$ cat config.mk
export PLATFORM = sky130hd
export DESIGN_NAME = alu_seq_core
export DESIGN_NICKNAME = d
export VERILOG_FILES = /design/src/rtl/alu_seq_pkg.sv /design/src/rtl/seq_muldiv.sv /design/src/rtl/alu_seq_core.sv
export SDC_FILE = /design/constraint.sdc
export NUM_CORES = 1
export LEC_CHECK = 0
export BUFFER_PORTS_ARGS = -buffer_cell sky130_fd_sc_hd__buf_2
export CORE_ASPECT_RATIO = 1.25
export CORE_MARGIN = 2
export CORE_UTILIZATION = 33
export DETAILED_ROUTE_END_ITERATION = 7
export PLACE_DENSITY = 0.48
export SLEW_MARGIN = 20
export SYNTH_ARGS = -nofsm -noshare
export SYNTH_HDL_FRONTEND = slang
export SYNTH_SLANG_ARGS = --single-unit
$ cat constraint.sdc
create_clock -name Clk -period 5.2 [get_ports Clk]
set_clock_uncertainty 0.15 [all_clocks]
set_input_delay 0.52 -clock Clk [delete_from_list [all_inputs] [get_ports Clk]]
set_output_delay 0.52 -clock Clk [all_outputs]
set_load 0.01 [all_outputs]
$ cat src/rtl/alu_seq_pkg.sv
// Shared operator codes, mode constants and FSM state type for the sequenced ALU core.
package alu_seq_pkg;

    localparam logic MODE_LOGIC  = 1'b0;
    localparam logic MODE_MULDIV = 1'b1;

    localparam logic [5:0] OP_AND = 6'd0;
    localparam logic [5:0] OP_OR  = 6'd1;
    localparam logic [5:0] OP_XOR = 6'd2;
    localparam logic [5:0] OP_NOT = 6'd3;
    localparam logic [5:0] OP_ADD = 6'd4;
    localparam logic [5:0] OP_SUB = 6'd5;
    localparam logic [5:0] OP_SHL = 6'd6;
    localparam logic [5:0] OP_SHR = 6'd7;

    localparam logic [5:0] OP_MUL = 6'd0;
    localparam logic [5:0] OP_DIV = 6'd1;
    localparam logic [5:0] OP_MOD = 6'd2;

    typedef enum logic [1:0] {IDLE, CALC, DONE} state_t;

endpackage

$ cat src/rtl/seq_muldiv.sv
// Iterative engine: W-step shift-add multiplier and restoring divider sharing one acc/lo pair.
// Result outputs show the post-step value, so they are final in the cycle done is high.
module seq_muldiv
    import alu_seq_pkg::*;
#(
    parameter int unsigned W = 5
) (
    input  logic           Clk,
    input  logic           reset,
    input  logic           start,
    input  logic [5:0]     op,
    input  logic [W-1:0]   a,
    input  logic [W-1:0]   b,
    output logic           done,
    output logic [2*W-1:0] product,
    output logic [W-1:0]   quotient,
    output logic [W-1:0]   remainder
);
    localparam int unsigned CNT_W = $clog2(W + 1);

    logic [CNT_W-1:0] cnt_q;
    logic [W-1:0]     acc_q, lo_q, a_q, b_q;
    logic             is_mul_q;

    logic [W:0]   sum, shifted;
    logic [W-1:0] diff, acc_nx, lo_nx;
    logic         ge;

    always_comb begin
        sum     = {1'b0, acc_q} + {1'b0, (lo_q[0] ? a_q : '0)};
        shifted = {acc_q, lo_q[W-1]};
        ge      = shifted >= {1'b0, b_q};
        diff    = shifted[W-1:0] - b_q;
        if (is_mul_q) begin
            acc_nx = sum[W:1];
            lo_nx  = {sum[0], lo_q[W-1:1]};
        end else begin
            // remainder stays below b, so W bits always hold it
            acc_nx = ge ? diff : shifted[W-1:0];
            lo_nx  = {lo_q[W-2:0], ge};
        end
    end

    assign done      = (cnt_q == CNT_W'(1));
    assign product   = {acc_nx, lo_nx};
    assign quotient  = lo_nx;
    assign remainder = acc_nx;

    always_ff @(posedge Clk) begin
        if (reset) begin
            cnt_q    <= '0;
            acc_q    <= '0;
            lo_q     <= '0;
            a_q      <= '0;
            b_q      <= '0;
            is_mul_q <= 1'b0;
        end else if (start) begin
            cnt_q    <= CNT_W'(W);
            acc_q    <= '0;
            lo_q     <= (op == OP_MUL) ? b : a;
            a_q      <= a;
            b_q      <= b;
            is_mul_q <= (op == OP_MUL);
        end else if (cnt_q != '0) begin
            cnt_q <= cnt_q - CNT_W'(1);
            acc_q <= acc_nx;
            lo_q  <= lo_nx;
        end
    end

endmodule

$ cat src/rtl/alu_seq_core.sv
// Handshaked two-mode ALU: single-cycle logic/arith, iterative mul/div/mod, registered flags.
module alu_seq_core
    import alu_seq_pkg::*;
#(
    parameter int unsigned W     = 5,
    parameter int unsigned OUT_W = 32
) (
    input  logic             Clk,
    input  logic             reset,
    input  logic             in_valid,
    output logic             in_ready,
    input  logic             mode,
    input  logic [W-1:0]     number1,
    input  logic [W-1:0]     number2,
    input  logic [5:0]       operator_mode,
    output logic             out_valid,
    input  logic             out_ready,
    output logic [OUT_W-1:0] output_num,
    output logic             balanceBit,
    output logic             equalityBit,
    output logic             error,
    output logic             busy
);
    localparam int unsigned SH_W = $clog2(W);

    state_t           state_q, state_d;
    logic [5:0]       op_q, op_d;
    logic [OUT_W-1:0] num_q, num_d;
    logic             err_q, err_d, eq_q, eq_d, bal_q;

    logic [W:0]       add_res, sub_res;
    logic [W-1:0]     not_res, shl_res, shr_res;
    logic [OUT_W-1:0] logic_res;
    logic             illegal, div_zero, md_start, md_done;
    logic [2*W-1:0]   md_product;
    logic [W-1:0]     md_quotient, md_remainder;

    seq_muldiv #(.W(W)) u_muldiv (
        .Clk       (Clk),
        .reset     (reset),
        .start     (md_start),
        .op        (operator_mode),
        .a         (number1),
        .b         (number2),
        .done      (md_done),
        .product   (md_product),
        .quotient  (md_quotient),
        .remainder (md_remainder)
    );

    always_comb begin
        add_res = {1'b0, number1} + {1'b0, number2};
        // bit W of the wider difference is the borrow
        sub_res = {1'b0, number1} - {1'b0, number2};
        not_res = ~number1;
        shl_res = number1 << number2[SH_W-1:0];
        shr_res = number1 >> number2[SH_W-1:0];
        case (operator_mode)
            OP_AND:  logic_res = OUT_W'(number1 & number2);
            OP_OR:   logic_res = OUT_W'(number1 | number2);
            OP_XOR:  logic_res = OUT_W'(number1 ^ number2);
            OP_NOT:  logic_res = OUT_W'(not_res);
            OP_ADD:  logic_res = OUT_W'(add_res);
            OP_SUB:  logic_res = OUT_W'(sub_res);
            OP_SHL:  logic_res = OUT_W'(shl_res);
            OP_SHR:  logic_res = OUT_W'(shr_res);
            default: logic_res = '0;
        endcase
        illegal  = (mode == MODE_MULDIV) ? (operator_mode > OP_MOD) : (operator_mode > OP_SHR);
        div_zero = (mode == MODE_MULDIV) && (number2 == '0) &&
                   ((operator_mode == OP_DIV) || (operator_mode == OP_MOD));
    end

    always_comb begin
        state_d  = state_q;
        op_d     = op_q;
        num_d    = num_q;
        err_d    = err_q;
        eq_d     = eq_q;
        md_start = 1'b0;
        unique case (state_q)
            IDLE: begin
                if (in_valid) begin
                    op_d = operator_mode;
                    eq_d = (number1 == number2);
                    if (mode == MODE_LOGIC || illegal) begin
                        num_d   = illegal ? '0 : logic_res;
                        err_d   = illegal;
                        state_d = DONE;
                    end else if (div_zero) begin
                        num_d   = (operator_mode == OP_DIV) ? OUT_W'({W{1'b1}}) : OUT_W'(number1);
                        err_d   = 1'b1;
                        state_d = DONE;
                    end else begin
                        md_start = 1'b1;
                        state_d  = CALC;
                    end
                end
            end
            CALC: begin
                if (md_done) begin
                    if (op_q == OP_MUL) begin
                        num_d = OUT_W'(md_product);
                    end else if (op_q == OP_DIV) begin
                        num_d = OUT_W'(md_quotient);
                    end else begin
                        num_d = OUT_W'(md_remainder);
                    end
                    err_d   = 1'b0;
                    state_d = DONE;
                end
            end
            DONE: begin
                if (out_ready) begin
                    state_d = IDLE;
                end
            end
            default: state_d = IDLE;
        endcase
    end

    always_ff @(posedge Clk) begin
        if (reset) begin
            state_q <= IDLE;
            op_q    <= '0;
            num_q   <= '0;
            err_q   <= 1'b0;
            eq_q    <= 1'b0;
            bal_q   <= 1'b0;
        end else begin
            state_q <= state_d;
            op_q    <= op_d;
            num_q   <= num_d;
            err_q   <= err_d;
            eq_q    <= eq_d;
            bal_q   <= ^num_d;
        end
    end

    assign in_ready    = (state_q == IDLE);
    assign busy        = (state_q != IDLE);
    assign out_valid   = (state_q == DONE);
    assign output_num  = num_q;
    assign balanceBit  = bal_q;
    assign equalityBit = eq_q;
    assign error       = err_q;

endmodule

# Word-level counts from Yosys, hierarchy flattened
# Cells that the tools add are included.
# totals
regBits	67
out_inout_bits	38
wordCells	96
# classes
add_sub_neg	5
n_lt_le_gt_ge	3
eq_ne	16
shifts	2
muxes	35
bitwise_logic	5
reduce_logical	17
# ops
op	n
two-way mux 32 bit	5
one-hot mux 32 bit (2 select lines)	1
one-hot mux 6 bit (8 select lines)	1
two-way mux 5 bit	9
parity 32 bit	1
equality test 6 x 3 -> 1 bit (second input constant)	4
adder 5 x 5 -> 6 bit	2
equality test 6 x 1 -> 1 bit (second input constant)	2
equality test 6 x 2 -> 1 bit (second input constant)	2
zero test 6 bit	2
two-way mux 10 bit	1
two-way mux 2 bit	5
two-way mux 1 bit	9
greater-or-equal comparator 6 x 5 -> 1 bit	1
> comparator 6 x 2 -> 1 bit (second input constant)	1
> comparator 6 x 3 -> 1 bit (second input constant)	1
two-way mux 3 bit	2
one-hot mux 2 bit (3 select lines)	1
nonzero test 2 bit	3
subtractor 5 x 5 -> 6 bit	1
AND 5 bit	1
equality test 5 bit	1
zero test 5 bit	1
inverter 5 bit	1
22 further kinds	25

# Logic depth before layout (Yosys ltp)
# depth
depth_word	8
mapped_depth	14
mapped_depth_nobuf	14

# By module
# From an unflattened synthesis, not the netlist that was laid out.
# hier_totals
cells_unflattened	578
area_unflattened_um2	4968.5
# modules_own_cells
mod	n_inst	cells_per_inst	area_each_um2	seq_area_each_um2
alu_seq_core	1	390	3281.9	860.8
seq_muldiv	1	188	1686.6	480.5

# Least setup slack after synthesis
# Ideal clock, no wire load.
# synth_path
kind	input -> register
start	input port number2[1]
end	register bal_q, in the netlist balanceBit
setup_ps	64
arrival_time_ps	3453
t_required_ps	4986
path_slack_ps	1533
cell_stages	14
path_cell_list	clkbuf_2 clkbuf_1 inv_1 fa_1 nor2_1 a21oi_1 xnor2_1 a31oi_1 a2111oi_0 nor3b_2 xnor2_1 xnor3_1 xnor3_1 nor2_1
# synth_between
elab_chain_cells	8
# synth_lines
item	line	text
start: declaration	alu_seq_core.sv:14	input logic [W-1:0] number2,
branches (longest 4 deep; another with subtractor 5 x 5 -> 6 bit)	--	
two-way mux 32 bit (*)	alu_seq_core.sv:86	if (mode == MODE_LOGIC || illegal) begin
two-way mux 32 bit (*)	alu_seq_core.sv:83	if (in_valid) begin
one-hot mux 32 bit (2 select lines) (*)	alu_seq_core.sv:81	unique case (state_q)
parity 32 bit (*)	alu_seq_core.sv:136	bal_q <= ^num_d;
end signal: assignment	alu_seq_core.sv:136	
end: declaration	alu_seq_core.sv:29	logic err_q, err_d, eq_q, eq_d, bal_q;
# Every way passes the cells marked *.
# A chain may end at the register's enable or synchronous reset.

# Worst setup path after layout
# layout_path
start	register u_muldiv.lo_q[4]
end	register bal_q, in the netlist balanceBit
# layout_between
elab_chain_cells	8
# layout_lines
item	line	text
start: declaration	seq_muldiv.sv:22	logic [W-1:0] acc_q, lo_q, a_q, b_q;
start signal: assignment	seq_muldiv.sv:60	lo_q <= (op == OP_MUL) ? b : a;
start signal: assignment	seq_muldiv.sv:67	lo_q <= lo_nx;
subtractor 5 bit / greater-or-equal comparator 6 x 5 -> 1 bit (equally long branches)	seq_muldiv.sv:33, seq_muldiv.sv:32	
two-way mux 5 bit	seq_muldiv.sv:39	acc_nx = ge ? diff : shifted[W-1:0];
two-way mux 5 bit	seq_muldiv.sv:34	if (is_mul_q) begin
two-way mux 5 bit	alu_seq_core.sv:104	end else if (op_q == OP_DIV) begin
two-way mux 10 bit (*)	alu_seq_core.sv:102	if (op_q == OP_MUL) begin
two-way mux 32 bit (*)	alu_seq_core.sv:101	if (md_done) begin
one-hot mux 32 bit (2 select lines) (*)	alu_seq_core.sv:81	
parity 32 bit (*)	alu_seq_core.sv:136	
# Mark *: on every way between the ends. The rest lies on a longest branch, timed or not.

==> flow_metrics.py <==
metrics = {
    "run_status": {
        "status": "completed",
    },
    "grt": {
        "grtUsageTotal": 0.169,
        "top_usage_layer": "met2",
        "grt_max_degree": 42,
        "grt_first_pass_wirelength_um": 20900,
        "grt_use_met1": 0.210,
        "met2_usage": 0.294,
        "grt_use_met3": 0.0311,
        "antenna_found_initial": 0,
        "grt_pass1_vias": 3991,
        "grt-ovfl-total": 0,
    },
    "timing": {
        "slew_violations": 0,
        "period_share": 0.750,
        "rsz0062_at_grt": "no",
        "relSlewSlack": 0.446,
        "fmax_ghz": 0.256,
        "setup_viol": 0,
        "hold_viol_final": 0,
        "setup_slack_ns": 1.30,
        "tightest_slew_ns": 0.831,
        "min_period_ns": 3.90,
        "finalSetupTns_ns": 0,
    },
    "layout": {
        "antenna_cells": 0,
        "nFillCells": 1502,
        "regArea_um2": 1340,
        "final_cell_area_um2": 5410,
        "final_layout_size_suffix_gt1_frac": 0.172,
        "multiInputGateArea_um2": 3080,
        "area_delta_synth_final_pct": 14.1,
        "nets": 654,
    },
    "synthesis": {
        "synthAdderAreaFrac": 0.101,
        "async_reset_ff_frac": 0,
        "synth_xor_area_frac": 0.0750,
        "synth_fp_nets": 616,
        "muxShareOfSynthArea": 0.0604,
        "synth_cells": 560,
        "yosys.area.top_type_share": 0.283,
        "ys_seq_area_frac": 0.283,
        "synth_area_leaders": "dfxtp_1 28%, ha_1 8.2%, xnor2_1 5.0%",
        "yosysUniqueCellTypes": 80,
        "synth_ff_type": "dfxtp_1",
        "synth_seq_cells": 67,
        "synth_warnings": 0,
        "synth-simple-area-share": 0.230,
        "synth_compound_area_frac": 0.183,
        "synth.avg_cell_area_um2": 8.47,
        "synth_top_family_by_area": "simple AND/OR/NAND/NOR gates",
        "synth_top_area_cell": "dfxtp_1",
        "syn_area_um2": 4740,
        "synth-edff-count": 0,
    },
    "placed_design": {
        "placed_cell_area_um2": 5070,
        "dp_hpwl_um": 9690,
        "port_buffers": 58,
        "place_ws_ns": 1.26,
        "gp_congestion": 0.826,
    },
    "drt": {
        "initialDrtViolationCount": 210,
        "num_vias": 4109,
        "wl_per_cell_um": 16.3,
        "wirelength_um": 12700,
        "postRouteAntennaNets": 0,
        "vias_per_cell": 5.26,
        "drc": 0,
        "drtPass1Iterations": 4,
    },
    "power": {
        "p_leak_nw": 2.21,
        "total_power_mw": 1.86,
        "powerDensity_nw_per_um2": 344,
        "ir_drop_mv": 0.161,
    },
    "floorplanning": {
        "dieWidth_um": 111,
        "fp.dieH_um": 138,
        "pin_count": 59,
        "initial_utilization": 0.333,
        "die_area_um2": 15300,
        "core-area_um2": 14200,
        "rows": 49,
    },
    "cts": {
        "clkLatencyLatePin_ns": 0.33,
        "hold_buffers": 0,
        "cts_resized": 0,
        "clk_path_buf_depth": 2,
        "cts_made_buffers": 9,
        "cts-root-buf": "clkbuf_16",
        "cts_tree": "yes",
        "clkTransAtPathRegs_ns": 0.06,
        "htreeDepth": 3,
        "cts.sinks": 67,
        "post_cts_buffers": 0,
    },
    "worst_setup_path": {
        "crit_type": "reg -> reg",
        "crit_arrival_ns": 4.02,
        "crit_path_end_kind": "flop",
        "crit_fanout": 4,
        "r2r_cells": 14,
        "cp.required_ns": 5.31,
        "startpoint_type": "flop",
    },
    "hold_path": {
        "hold-path-cell-count": 2,
        "hold_path_class": "reg -> reg",
    },
    "run": {
        "drv_cap": 0,
    },
}
==> final timing paths <==
| kind | startpoint | endpoint | slack, ns |
|---|---|---|---|
| min reg2reg | op_q[2] | op_q[2] | 0.30 |
| max reg2reg | u_muldiv.lo_q[4] | balanceBit | 1.30 |
| min | op_q[2] | op_q[2] | 0.30 |
| max | u_muldiv.lo_q[4] | balanceBit | 1.30 |
==> cell usage after synthesis (all sizes together), types with 4 or more instances <==
cell type,number
a22oi,4
mux4,6
o31ai,4
nor4,4
o21ai,18
inv,32
a211oi,10
nand3,12
or2,4
fa,4
nand2b,7
buf,7
xor2,4
o211ai,5
nand2,59
a31oi,4
or3,5
nor2b,10
dfxtp,67
ha,31
nor2,44
xnor2,28
clkbuf,26
nor3,12
mux2i,14
a311oi,6
and2,30
a21oi,45
==> worst max-delay path: stages (launching register included) <==
cell and delay (ns):
dfxtp_1 0.33, inv_1 0.06, ha_1 0.15, inv_1 0.06, fa_1 0.47, a211o_1 0.29, o211a_1 0.16, a211oi_1 0.21
o2bb2ai_1 0.17, a2111oi_0 0.74, nor4_1 0.14, o21ai_1 0.26, xnor2_2 0.14, xnor3_1 0.39, nor2_1 0.10
==> stage by stage <==
| stage | hold WS (ns) | cells | utilization |
|---|---|---|---|
| 3_5_place_dp | 0.293 | 765 | 0.357 |
| 6_report | 0.303 | 781 | 0.380 |
| 2_1_floorplan | 0.281 | 560 | - |
| 4_1_cts | 0.298 | 781 | 0.380 |
| 5_1_grt | 0.301 | 781 | 0.380 |
| 3_3_place_gp | 0.290 | 765 | 0.356 |
==> area by class of cell <==
type,count,area share
multi-input combinational,427,0.570
timing repair buffer,60,0.0564
tap,178,0.0412
sequential,67,0.248
clock inverter,6,0.0176
inverter,33,0.0229
clock buffer,10,0.0442
==> cell families (layout without fill, tap and decap cells) <==
group,after synthesis,after routing
simple gates,207,207
xor+xnor,35,35
fa+ha+maj,36,36
flops,67,67
buf+inv,66,109
mux,21,21
compound gates,128,128
==> report_power, final <==
part | internal (mW) | switching, mW
clock network | 0.438 | 0.238
logic | 0.221 | 0.369
registers | 0.553 | 0.0434
total | 1.21 | 0.651
==> placed cells by master (no fill, tap or decap), drive strengths merged, types with 4 or more instances in the layout <==
cell    Yosys  final
dfxtp      67     67
ha         31     31
fa          4      4
nor2b      10     10
buf         7     60
a311oi      6      6
inv        32     34
nor3       12     12
and2       30     30
a22oi       4      4
nand3      12     12
mux2i      14     14
nand2      59     59
a211oi     10     10
o31ai       4      4
xor2        4      4
clkbuf     26     10
o21ai      18     18
a31oi       4      4
nand2b      7      7
nor2       44     44
xnor2      28     28
mux4        6      6
nor4        4      4
o211ai      5      5
a21oi      45     45
or3         5      5
or2         4      4
==> layer usage <==
metal / part of all wire / wire [µm]
met4: 0.016 / 199
met3: 0.040 / 509
met2: 0.50 / 6360
met1: 0.44 / 5640
met5: 0 / 0
==> flip-flops by register name, summed over array words and instances (netlist names) <==
register           cells
balanceBit             1
u_muldiv.cnt_q         3
u_muldiv.acc_q         5
u_muldiv.is_mul_q      1
u_muldiv.a_q           5
u_muldiv.b_q           5
output_num            32
state_q                2
error                  1
u_muldiv.lo_q          5
op_q                   6
equalityBit            1
Power figures use the tool's default switching activity.
